File: src/rtl/gpio_bank_pkg.sv
// gpio_bank_pkg: register map and edge-select encodings shared by the GPIO bank.
package gpio_bank_pkg;

    localparam logic [2:0] ADDR_DATA      = 3'd0;
    localparam logic [2:0] ADDR_DIR       = 3'd1;
    localparam logic [2:0] ADDR_IRQMASK   = 3'd2;
    localparam logic [2:0] ADDR_EDGECAP   = 3'd3;
    localparam logic [2:0] ADDR_OUTSET    = 3'd4;
    localparam logic [2:0] ADDR_OUTCLR    = 3'd5;
    localparam logic [2:0] ADDR_BLINKMASK = 3'd6;
    localparam logic [2:0] ADDR_BLINKPER  = 3'd7;

    localparam int EDGE_RISING  = 0;
    localparam int EDGE_FALLING = 1;
    localparam int EDGE_ANY     = 2;

endpackage

File: src/rtl/gpio_bank_sync.sv
// gpio_bank_sync: pad input synchroniser, one-cycle history flop, arming
// counter and per-bit edge detect. Edges are masked until the chain has
// flushed after reset so pad levels present at reset never look like edges.
module gpio_bank_sync
    import gpio_bank_pkg::*;
#(
    parameter int WIDTH       = 8,
    parameter int EDGE_TYPE   = EDGE_RISING,
    parameter int SYNC_STAGES = 2
) (
    input  logic             clk,
    input  logic             reset_n,
    input  logic [WIDTH-1:0] gpio_in,
    output logic [WIDTH-1:0] in_sync,
    output logic [WIDTH-1:0] edge_det
);

    localparam int ARM_COUNT = SYNC_STAGES + 1;

    logic [SYNC_STAGES-1:0][WIDTH-1:0] sync_q;
    logic [WIDTH-1:0]                  in_prev;
    logic [2:0]                        arm_cnt;
    logic                              armed;
    logic [WIDTH-1:0]                  edge_raw;

    assign in_sync = sync_q[SYNC_STAGES-1];
    assign armed   = (arm_cnt == 3'(ARM_COUNT));

    // Synchroniser chain, history flop and saturating arming counter.
    always_ff @(posedge clk or negedge reset_n) begin
        if (!reset_n) begin
            sync_q  <= '0;
            in_prev <= '0;
            arm_cnt <= '0;
        end else begin
            sync_q  <= {sync_q[SYNC_STAGES-2:0], gpio_in};
            in_prev <= in_sync;
            if (!armed) begin
                arm_cnt <= arm_cnt + 3'd1;
            end
        end
    end

    // Raw edge selection for the configured polarity.
    always_comb begin
        edge_raw = in_sync & ~in_prev;
        if (EDGE_TYPE == EDGE_FALLING) begin
            edge_raw = ~in_sync & in_prev;
        end else if (EDGE_TYPE == EDGE_ANY) begin
            edge_raw = in_sync ^ in_prev;
        end
    end

    assign edge_det = edge_raw & {WIDTH{armed}};

endmodule

File: src/rtl/gpio_bank.sv
// gpio_bank: memory-mapped GPIO bank with direction control, atomic set/clear,
// sticky edge capture and a level interrupt.
// Optional blink generator enabled by defining GPIO_BANK_BLINK_EN; without it
// addresses 6/7 read 0 and ignore writes.
module gpio_bank
    import gpio_bank_pkg::*;
#(
    parameter int               WIDTH       = 8,
    parameter logic [WIDTH-1:0] RESET_VALUE = '0,
    parameter int               EDGE_TYPE   = EDGE_RISING,
    parameter int               SYNC_STAGES = 2
) (
    input  logic             clk,
    input  logic             reset_n,
    input  logic [2:0]       address,
    input  logic             chipselect,
    input  logic             write_n,
    input  logic [31:0]      writedata,
    output logic [31:0]      readdata,
    input  logic [WIDTH-1:0] gpio_in,
    output logic [WIDTH-1:0] gpio_out,
    output logic [WIDTH-1:0] gpio_oe,
    output logic             irq
);

    logic             wr_en;
    logic [WIDTH-1:0] wd;
    logic             unused_wd;
    logic [WIDTH-1:0] data_out;
    logic [WIDTH-1:0] dir;
    logic [WIDTH-1:0] irqmask;
    logic [WIDTH-1:0] edgecap;
    logic [WIDTH-1:0] edge_clr;
    logic [WIDTH-1:0] in_sync;
    logic [WIDTH-1:0] edge_det;
    logic             irq_q;

    assign wr_en     = chipselect & ~write_n;
    assign wd        = writedata[WIDTH-1:0];
    assign unused_wd = ^writedata;
    assign edge_clr  = (wr_en && address == ADDR_EDGECAP) ? wd : '0;

    gpio_bank_sync #(
        .WIDTH       (WIDTH),
        .EDGE_TYPE   (EDGE_TYPE),
        .SYNC_STAGES (SYNC_STAGES)
    ) u_sync (
        .clk      (clk),
        .reset_n  (reset_n),
        .gpio_in  (gpio_in),
        .in_sync  (in_sync),
        .edge_det (edge_det)
    );

    // Output data register: plain write, atomic set and atomic clear.
    always_ff @(posedge clk or negedge reset_n) begin
        if (!reset_n) begin
            data_out <= RESET_VALUE;
        end else if (wr_en) begin
            case (address)
                ADDR_DATA:   data_out <= wd;
                ADDR_OUTSET: data_out <= data_out | wd;
                ADDR_OUTCLR: data_out <= data_out & ~wd;
                default:     data_out <= data_out;
            endcase
        end
    end

    // Direction and interrupt mask registers.
    always_ff @(posedge clk or negedge reset_n) begin
        if (!reset_n) begin
            dir     <= '0;
            irqmask <= '0;
        end else if (wr_en) begin
            if (address == ADDR_DIR)     dir     <= wd;
            if (address == ADDR_IRQMASK) irqmask <= wd;
        end
    end

    // Sticky edge capture; a fresh edge overrides a same-cycle clear.
    always_ff @(posedge clk or negedge reset_n) begin
        if (!reset_n) begin
            edgecap <= '0;
        end else begin
            edgecap <= (edgecap & ~edge_clr) | edge_det;
        end
    end

    // Registered interrupt, one cycle behind the capture register.
    always_ff @(posedge clk or negedge reset_n) begin
        if (!reset_n) begin
            irq_q <= 1'b0;
        end else begin
            irq_q <= |(edgecap & irqmask);
        end
    end

    assign irq     = irq_q;
    assign gpio_oe = dir;

`ifdef GPIO_BANK_BLINK_EN
    logic [WIDTH-1:0] blink_mask;
    logic [31:0]      blink_per;
    logic [31:0]      blink_cnt;
    logic             blink_phase;

    // Blink generator: count 0..blink_per then wrap and toggle the phase.
    always_ff @(posedge clk or negedge reset_n) begin
        if (!reset_n) begin
            blink_mask  <= '0;
            blink_per   <= '0;
            blink_cnt   <= '0;
            blink_phase <= 1'b0;
        end else begin
            if (wr_en && address == ADDR_BLINKMASK) begin
                blink_mask <= wd;
            end
            if (wr_en && address == ADDR_BLINKPER) begin
                blink_per   <= writedata;
                blink_cnt   <= '0;
                blink_phase <= 1'b0;
            end else if (blink_per == 32'd0) begin
                blink_cnt   <= '0;
                blink_phase <= 1'b0;
            end else if (blink_cnt >= blink_per) begin
                blink_cnt   <= '0;
                blink_phase <= ~blink_phase;
            end else begin
                blink_cnt <= blink_cnt + 32'd1;
            end
        end
    end

    assign gpio_out = data_out ^ (blink_mask & {WIDTH{blink_phase}});
`else
    assign gpio_out = data_out;
`endif

    // Combinational read mux, zero-extended to the bus width.
    always_comb begin
        readdata = '0;
        case (address)
            ADDR_DATA:      readdata = 32'((dir & data_out) | (~dir & in_sync));
            ADDR_DIR:       readdata = 32'(dir);
            ADDR_IRQMASK:   readdata = 32'(irqmask);
            ADDR_EDGECAP:   readdata = 32'(edgecap);
`ifdef GPIO_BANK_BLINK_EN
            ADDR_BLINKMASK: readdata = 32'(blink_mask);
            ADDR_BLINKPER:  readdata = blink_per;
`endif
            default:        readdata = '0;
        endcase
    end

endmodule

File: config.mk
export PLATFORM = sky130hd
export DESIGN_NAME = gpio_bank
export DESIGN_NICKNAME = d
export VERILOG_FILES = /design/src/rtl/gpio_bank_pkg.sv /design/src/rtl/gpio_bank_sync.sv /design/src/rtl/gpio_bank.sv
export SDC_FILE = /design/constraint.sdc
export NUM_CORES = 1
export LEC_CHECK = 0
export CAP_MARGIN = 10
export CORE_MARGIN = 2
export CORE_UTILIZATION = 45
export CTS_CLUSTER_DIAMETER = 40
export DETAILED_ROUTE_END_ITERATION = 10
export PLACE_DENSITY = 0.8
export SYNTH_ARGS = -nofsm -noshare
export SYNTH_HDL_FRONTEND = slang
export SYNTH_SLANG_ARGS = --single-unit
File: constraint.sdc
create_clock -name clk -period 1.45 [get_ports clk]
set_input_delay 0.29 -clock clk [delete_from_list [all_inputs] [get_ports clk]]
set_output_delay 0.29 -clock clk [all_outputs]
set_load 0.03 [all_outputs]
==> results.json, run 1 <==
{
  "worstReg2RegEnd": "edgecap[7]",
  "critPathKind": "reg2out",
  "synth_area_leaders": "dfrtp_1 (55%), mux2_2 (7.0%), buf_4 (6.9%)",
  "fill_cells": 459,
  "stdcell_count": 402,
  "vias_per_cell": 5.22,
  "holdWs_ns": 0.347,
  "path_clk_slew_ns": 0.06,
  "numCtsBuffers": 9,
  "clockPowerShare": 0.289,
  "r2r_start": "u_sync.arm_cnt[0]",
  "vias": 2099,
  "whs_endpoint": "u_sync.in_sync[1]",
  "p_per_area_mw_per_mm2": 1240,
  "cts.sinks": 60,
  "synthTopCellsByCount": "dfrtp_1 (60), buf_4 (25), o21ai_0 (19), mux2_2 (17), nand2_1 (16)",
  "p_comb_frac": 0.280,
  "crit_required_ns": 1.16,
  "wl_per_cell_um": 16.0,
  "row_count": 28,
  "sw_frac_of_total": 0.317,
  "rsz0062_at_grt": "true",
  "yosys_warnings": 0,
  "multi_input_area_mm2": 0.00122,
  "first_global_vias": 1967,
  "clockBufferDepth": 2,
  "drive_gt1_frac": 0.364,
  "p_total_mw": 4.72,
  "dieArea_mm2": 0.00672,
  "hold_depth": 0,
  "antenna_found_initial": 0,
  "end_kind": "primary output",
  "ir_drop_v": 0.000811,
  "crit_arrival_ns": 1.39,
  "synth-seq-cells": 60,
  "dr.pass1.iters": 4,
  "cts_tree": "yes",
  "hold_path_class": "reg2reg",
  "yosysTopAreaCell": "dfrtp_1",
  "synth-seq-area-share": 0.549,
  "core_mm2": 0.00589,
  "io_buffers": 47,
  "setup_viol": 8,
  "initialDrtViolationCount": 124,
  "placed_cells": 368,
  "finalClockSkew_ns": 0.00625,
  "num_antenna_cells": 0,
  "p_leak_nw": 1.75,
  "synth_top_area_frac": 0.549,
  "synth.most_common_cell": "dfrtp_1",
  "routed_wl_mm": 6.45,
  "slew_violations": 0,
  "synth.distinct_cells": 34,
  "status": "finished with violations",
  "initial_utilization": 0.465,
  "place_congestion": 0.815,
  "fin_nets": 373,
  "drc_errors": 0,
  "syn_to_final_growth_pct": 38.9,
  "die_w_um": 82.0,
  "dp_hpwl_mm": 4.23,
  "grtUsageTotal": 0.205,
  "synth_edf_count": 0,
  "synth-main-ff-cell": "dfrtp_1",
  "rr_worst_depth": 5,
  "ios": 96,
  "grt_max_degree": 61,
  "avgSynthCellArea_um2": 11.6,
  "worstSetupStartpointType": "register",
  "clock_latency_ns": 0.33,
  "synth_cells": 235,
  "grt_pass1_wl_mm": 10.1,
  "period_share": 1.16,
  "p_int_mw": 3.23,
  "violations": "negative setup slack",
  "worst_slack_ns": -0.235,
  "hold_violations": 0,
  "async_flop_share": 1.00,
  "seqPwrFrac": 0.432,
  "post_dp_cell_area_mm2": 0.00341,
  "drv_cap": 0,
  "ff2ff_setup_slack_ns": 0.14,
  "ant_nets": 0,
  "fin_area_mm2": 0.00380,
  "crit_fanout": 3,
  "switchingPower_mw": 1.50,
  "ctsRootBufferMaster": "clkbuf_8",
  "finalCriticalPeriod_ns": 1.68,
  "synth_area_mm2": 0.00274,
  "cts_max_level": 3,
  "hp-start": "u_sync.sync_q[1]",
  "overflow": 0,
  "die_h_um": 82.0,
  "fmaxAchievable_mhz": 594,
  "seqCellArea_mm2": 0.00151
}
## through the flow
step / TNS, ns / util / setup WS (ns)
floorplan: 0 / - / 0.0114
global placement: -15.47 / 0.580 / -0.580
detailed placement: -16.60 / 0.580 / -0.583
CTS: -1.51 / 0.638 / -0.248
global route: -1.86 / 0.646 / -0.278
finish: -1.33 / 0.646 / -0.235
## layout make-up
type	count	share of cell area
multi-input cells	154	0.322
repair buffers	90	0.203
inverters	9	0.00889
clock inverters	3	0.0105
well taps	75	0.0247
flip-flops and latches	60	0.396
clock buffers	11	0.0346
## power groups by stage
stage,registers [mW],clock network (mW),logic (mW)
after CTS,2.03,1.38,1.30
after global placement,2.05,0,1.19
after detailed placement,2.07,0,1.21
after floorplan,2.21,0,0.615
after global routing,2.06,1.48,1.41
final,2.04,1.36,1.32
## how the worst max path moves through the flow
stage           startpoint           to  slack, ns  cells past startpoint
2_1_floorplan   address[0]  readdata[0]       0.01                      3
3_3_place_gp    address[0]  readdata[2]      -0.58                      5
4_1_cts         gpio_oe[4]  readdata[4]      -0.25                      4
6_report       gpio_out[7]  readdata[7]      -0.23                      4
5_1_grt        gpio_out[7]  readdata[7]      -0.28                      4
3_5_place_dp    address[0]  readdata[2]      -0.58                      5
## placed cells by master (no fill, tap or decap), types with 3 or more instances in the layout
master,instances
clkbuf_2,7
o21ai_1,7
nand2_1,16
a21oi_1,3
mux2_2,17
dfrtp_1,57
dfrtp_2,3
a22oi_1,4
a22o_1,7
nand3b_1,3
o21ai_0,13
o21ai_4,6
clkdlybuf4s50_1,16
a21oi_2,3
mux2i_2,3
buf_2,5
mux2i_1,11
inv_1,9
clkbuf_8,9
o21bai_1,8
a211o_1,6
conb_1,24
dlygate4sd2_1,7
buf_4,36
buf_6,14
## registers in the layout, indices dropped and copies added, names as in the netlist
| register | flops |
|---|---|
| irqmask | 8 |
| u_sync.in_sync | 8 |
| u_sync.arm_cnt | 3 |
| u_sync.in_prev | 8 |
| gpio_oe | 8 |
| edgecap | 8 |
| gpio_out | 8 |
| u_sync.sync_q | 8 |
| irq | 1 |
## layer usage
layer,share of wire,vias up,global-route usage
met2,0.47,83,0.292
li1,-,959,-
met4,0.012,0,0.0750
met1,0.45,1047,0.291
met5,0,-,0
met3,0.066,10,0.0692
## what timing repair did
action                                  in CTS  in global routing
endpoints found under the setup margin      49                 33
endpoints found under the hold margin       60                  0
hold buffers                                 1                  0
setup buffers                               17                  4
resized for setup                           64                 23
pin swaps                                   20                 13
## cells by family (layout without fill, tap and decap cells)
logic type,count (synthesis),count (layout),share of synthesized area
DFF,60,60,0.549
other,1,24,0.00137
muxes,32,32,0.125
xor gates and xnor gates,1,1,0.00320
adders and majority gates,2,2,0.00915
buffers and inverters,44,113,0.0984
AOI/OAI and AO/OA,63,63,0.150
and+or+nand+nor,32,32,0.0640
## worst max-delay path: stages, from the launching register on
cell and delay, ns:
dfrtp_1 0.41, o21a_1 0.19, a211oi_2 0.27, a211oi_4 0.05, buf_6 0.15
(Power assumes the default switching activity.)
==> run 2: changes to the inputs <==
clock period = 1.8 ns   (was 1.45 ns; I/O delays follow)
==> run 2 against run 1 <==
  * Critical path type unchanged
  * Largest power group unchanged
  * Via count fell by 2.2%
  * Wire length rose by 2.4%
  * Power fell by 14%
  * First-iteration DRC count rose by 19%
  * Sequential power fell by 20%
  * Global-route usage rose by 1.4 points
  * Register-to-register slack improved by 0.30 ns
  * The run now ends clean
  * Worst hold slack got worse by 0.34 ns
  * Final cell count fell by 2.7%
  * Flip-flop and latch count did not move
  * Clock skew fell by 0.0022 ns
==> results.json, run 2 (same netlist as run 1, synthesis figures left out) <==
{
  "status": "completed",
  "dp_hpwl_mm": 4.25,
  "vias": 2052,
  "hold_violations": 0,
  "fin_nets": 360,
  "final_common_cell": "dfrtp_1",
  "dieArea_mm2": 0.00672,
  "path_clk_slew_ns": 0.07,
  "cp_slowest_cell": "clkdlybuf4s50_1",
  "drive_gt1_frac": 0.278,
  "grtUsageTotal": 0.219,
  "finalClockSkew_ns": 0.00405,
  "io_buffers": 47,
  "end_kind": "primary output",
  "numCtsBuffers": 9,
  "cts.sinks": 60,
  "period_share": 0.996,
  "p_total_mw": 4.07,
  "path_delay_family": "buffers and inverters",
  "clockPowerShare": 0.366,
  "num_antenna_cells": 0,
  "p_comb_frac": 0.231,
  "r2r_start": "u_sync.arm_cnt[0]",
  "cts_tree": "yes",
  "setup_viol": 0,
  "layout_common_cells": "dfrtp_1 (60), conb_1 (24), buf_4 (24), clkdlybuf4s50_1 (20), mux2_2 (17)",
  "fmaxAchievable_mhz": 558,
  "switchingPower_mw": 1.21,
  "p_leak_nw": 1.73,
  "critPathMaxStageDelay_ns": 0.70,
  "worstSetupStartpointType": "register",
  "sw_frac_of_total": 0.297,
  "ir_drop_v": 0.000718,
  "ant_nets": 0,
  "place_congestion": 0.828,
  "final_util": 0.629,
  "worst-path-buf-inv": 1,
  "crit_cells": 1,
  "ios": 96,
  "grt_max_degree": 61,
  "vias_per_cell": 5.25,
  "dr.pass1.iters": 4,
  "clock_latency_ns": 0.34,
  "p_per_area_mw_per_mm2": 1100,
  "rr_worst_depth": 5,
  "die_h_um": 82.0,
  "first_global_vias": 2172,
  "finalCriticalPeriod_ns": 1.79,
  "initial_utilization": 0.465,
  "holdWs_ns": 0.00965,
  "fill_cells": 493,
  "crit_fanout": 3,
  "overflow": 0,
  "hold_path_class": "in2async",
  "critPathLaunch": "gpio_out[7]",
  "drc_errors": 0,
  "post-place-ws_ns": -0.406,
  "clockBufferDepth": 2,
  "initialDrtViolationCount": 148,
  "stdcell_count": 391,
  "hold_buffers": 0,
  "path_cells": "clkdlybuf4s50_1",
  "antenna_found_initial": 0,
  "wl_per_cell_um": 16.9,
  "core_mm2": 0.00589,
  "cts_max_level": 3,
  "seqPwrFrac": 0.403,
  "grt_pass1_wl_mm": 10.5,
  "row_count": 28,
  "rsz0062_at_grt": "true",
  "worst_slack_ns": 0.00656,
  "ff2ff_setup_slack_ns": 0.44,
  "critPathCapture": "gpio_out[7]",
  "p_int_mw": 2.86,
  "slew_violations": 0,
  "worstReg2RegEnd": "edgecap[0]",
  "placed_cells": 363,
  "critPathKind": "reg2out",
  "routed_wl_mm": 6.60,
  "crit_arrival_ns": 1.43,
  "crit_required_ns": 1.44,
  "ctsRootBufferMaster": "clkbuf_8",
  "drv_cap": 0,
  "syn_to_final_growth_pct": 35.3,
  "die_w_um": 82.0
}
==> run 2: cell count changes in the layout (fill, tap and decap cells not counted), sizes merged <==
| cell | change |
|---|---|
| clkinvlp | +1 |
| bufinv | +2 |
| dlygate4sd3 | -1 |
| clkdlybuf4s50 | +4 |
| clkbuf | -7 |
| dlymetal6s2s | +1 |
| dlygate4sd2 | +6 |
| buf | -16 |
| clkdlybuf4s15 | -1 |
==> run 2: final cells by class <==
class / count / area (um2) / share of cell area
flip-flops and latches: 60 / 1500 / 0.406
multi-input cells: 154 / 1110 / 0.300
repair buffers: 77 / 713 / 0.193
clock buffers: 10 / 138 / 0.0372
clock inverters: 6 / 111 / 0.0301
well taps: 75 / 93.8 / 0.0254
inverters: 9 / 33.8 / 0.00913
==> run 2: routing by layer <==
| layer | track usage | up-vias | routed length, um |
|---|---|---|---|
| met2 | 0.338 | 91 | 3170 |
| met4 | 0.113 | 0 | 152 |
| met1 | 0.276 | 1003 | 2730 |
| met5 | 0 | - | 0 |
| met3 | 0.0692 | 17 | 545 |
| li1 | - | 941 | - |
==> run 2: per-stage QoR <==
stage | TNS (ns) | area [um2]
after global placement | -9.13 | 3300
final | 0 | 3700
after detailed placement | -9.46 | 3300
after global routing | -0.0441 | 3700
after CTS | 0 | 3670
after floorplan | -1.22 | 2830
==> run 2: worst min path at each step <==
stage	cells past startpoint	start	to	slack [ns]
2_1_floorplan	0	reset_n	edgecap[0]	0.06
3_3_place_gp	0	u_sync.sync_q[1]	u_sync.in_sync[1]	0.33
3_5_place_dp	0	u_sync.sync_q[5]	u_sync.in_sync[5]	0.34
4_1_cts	2	reset_n	u_sync.sync_q[5]	0.02
5_1_grt	2	reset_n	u_sync.sync_q[6]	0.01
6_report	2	reset_n	u_sync.sync_q[6]	0.01
==> run 2: power by group through the flow <==
stage | Clock, mW | Sequential, mW | Combinational, mW
finish | 1.49 | 1.64 | 0.942
floorplan | 0 | 1.78 | 0.437
detailed placement | 0 | 1.66 | 0.898
global placement | 0 | 1.65 | 0.879
CTS | 1.52 | 1.64 | 0.917
global route | 1.59 | 1.66 | 1.01
==> run 2: what timing repair did <==
item,4_1_cts,5_1_grt
setup buffers,6,3
pin swaps,8,4
endpoints found under the setup margin,21,11
gates resized for setup,50,4
cloned,3,0
==> run 3: changes to the inputs <==
CORE_MARGIN = 8   (was 2)
==> run 3 against run 2 <==
  * Die area increased by 31%
  * Utilization is 1.7 points lower
  * Critical path depth up 3
  * Largest cell class unchanged
==> results.json, run 3 (same netlist as run 1, synthesis figures left out) <==
{
  "status": "completed",
  "cts_tree": "yes",
  "ctsRootBufferMaster": "clkbuf_8",
  "stdcell_count": 388,
  "p_per_area_mw_per_mm2": 1020,
  "worst_slack_ns": 0.0170,
  "cts.sinks": 60,
  "drive_gt1_frac": 0.272,
  "m1WireLength_mm": 2.73,
  "hold_path_class": "in2async",
  "setup_viol": 0,
  "post-place-ws_ns": -0.466,
  "dr.pass1.iters": 4,
  "drv_cap": 0,
  "vias_per_cell": 5.18,
  "ios": 96,
  "syn_to_final_growth_pct": 31.6,
  "initialDrtViolationCount": 79,
  "core_mm2": 0.00589,
  "grt_max_degree": 61,
  "crit_fanout": 6,
  "placed_cells": 364,
  "rsz0062_at_grt": "true",
  "die_h_um": 94.0,
  "ff2ff_setup_slack_ns": 0.38,
  "die_w_um": 94.0,
  "wl_met2_mm": 3.27,
  "io_buffers": 47,
  "crit_required_ns": 1.44,
  "antenna_found_initial": 0,
  "clock_latency_ns": 0.35,
  "hold_violations": 0,
  "period_share": 0.991,
  "worstReg2RegEnd": "edgecap[0]",
  "drc_errors": 0,
  "wl_per_cell_um": 17.0,
  "dieArea_mm2": 0.00883,
  "fmaxAchievable_mhz": 561,
  "r2r_start": "u_sync.arm_cnt[0]",
  "rr_worst_depth": 5,
  "p_leak_nw": 1.68,
  "hold_buffers": 0,
  "ir_drop_v": 0.000732,
  "clockBufferDepth": 2,
  "num_antenna_cells": 0,
  "final_common_cell": "dfrtp_1",
  "top_layer": "met4",
  "grtUsageTotal": 0.159,
  "routed_wl_mm": 6.58,
  "first_global_vias": 2080,
  "cts_max_level": 3,
  "wl_met3_um": 445,
  "end_kind": "primary output",
  "layout_common_cells": "dfrtp_1 (58), buf_4 (25), conb_1 (24), clkdlybuf4s50_1 (20), mux2_2 (17)",
  "vias": 2011,
  "row_count": 28,
  "fill_cells": 493,
  "crit_arrival_ns": 1.42,
  "numCtsBuffers": 9,
  "finalCriticalPeriod_ns": 1.78,
  "overflow": 0,
  "holdWs_ns": 0.00986,
  "worstSetupStartpointType": "input pin",
  "critPathKind": "in2out",
  "finalClockSkew_ns": 0.00915,
  "grt_pass1_wl_mm": 10.6,
  "initial_utilization": 0.465,
  "p_total_mw": 3.68,
  "slew_violations": 0,
  "fin_nets": 357,
  "path_clk_slew_ns": 0.06,
  "critPathLaunch": "address[2]",
  "final_util": 0.612,
  "place_congestion": 0.794,
  "ant_nets": 0,
  "dp_hpwl_mm": 4.55
}
==> run 3: final cells by class <==
class,count,area (um2),area share
Sequential cell,60,1500,0.418
Multi-Input combinational cell,154,1120,0.310
Timing Repair Buffer,74,662,0.184
Clock buffer,13,169,0.0469
Tap cell,75,93.8,0.0261
Inverter,9,33.8,0.00938
Clock inverter,3,20.0,0.00556
==> run 3: worst max-delay path: stages <==
cell	delay, ns
clkdlybuf4s15_1	0.23
or3_4	0.49
o21ai_4	0.19
buf_6	0.15
==> run 3: what timing repair did <==
action                     CTS  global route
gates cloned                 2             0
setup buffers                5             2
gates resized for setup     42             8
setup endpoints to repair   22             9
pin swaps                    5             3
==> run 3: power by group <==
group | internal (mW) | switching, mW
combinational | 0.396 | 0.532
sequential | 1.50 | 0.134
clock | 0.609 | 0.503
total | 2.51 | 1.17
==> run 3: worst max-delay path by stage <==
stage          slack [ns]          end  depth (start not counted)
2_1_floorplan       -0.20  readdata[0]                          3
3_3_place_gp        -0.49  readdata[2]                          4
3_5_place_dp        -0.47  readdata[2]                          4
4_1_cts             0.002  readdata[4]                          4
5_1_grt             -0.05  readdata[4]                          4
6_report             0.02  readdata[2]                          4
==> run 3: per-layer routing <==
metal / vias up / track usage
met2: 69 / 0.256
met1: 997 / 0.187
met4: 0 / 0.0515
li1: 933 / -
met3: 12 / 0.0663
met5: - / 0
==> run 3: through the flow <==
stage | setup TNS, ns | area [um2]
6_report | 0 | 3600
5_1_grt | -0.0580 | 3600
4_1_cts | 0 | 3560
3_5_place_dp | -9.46 | 3290
3_3_place_gp | -9.98 | 3290
2_1_floorplan | -1.22 | 2830
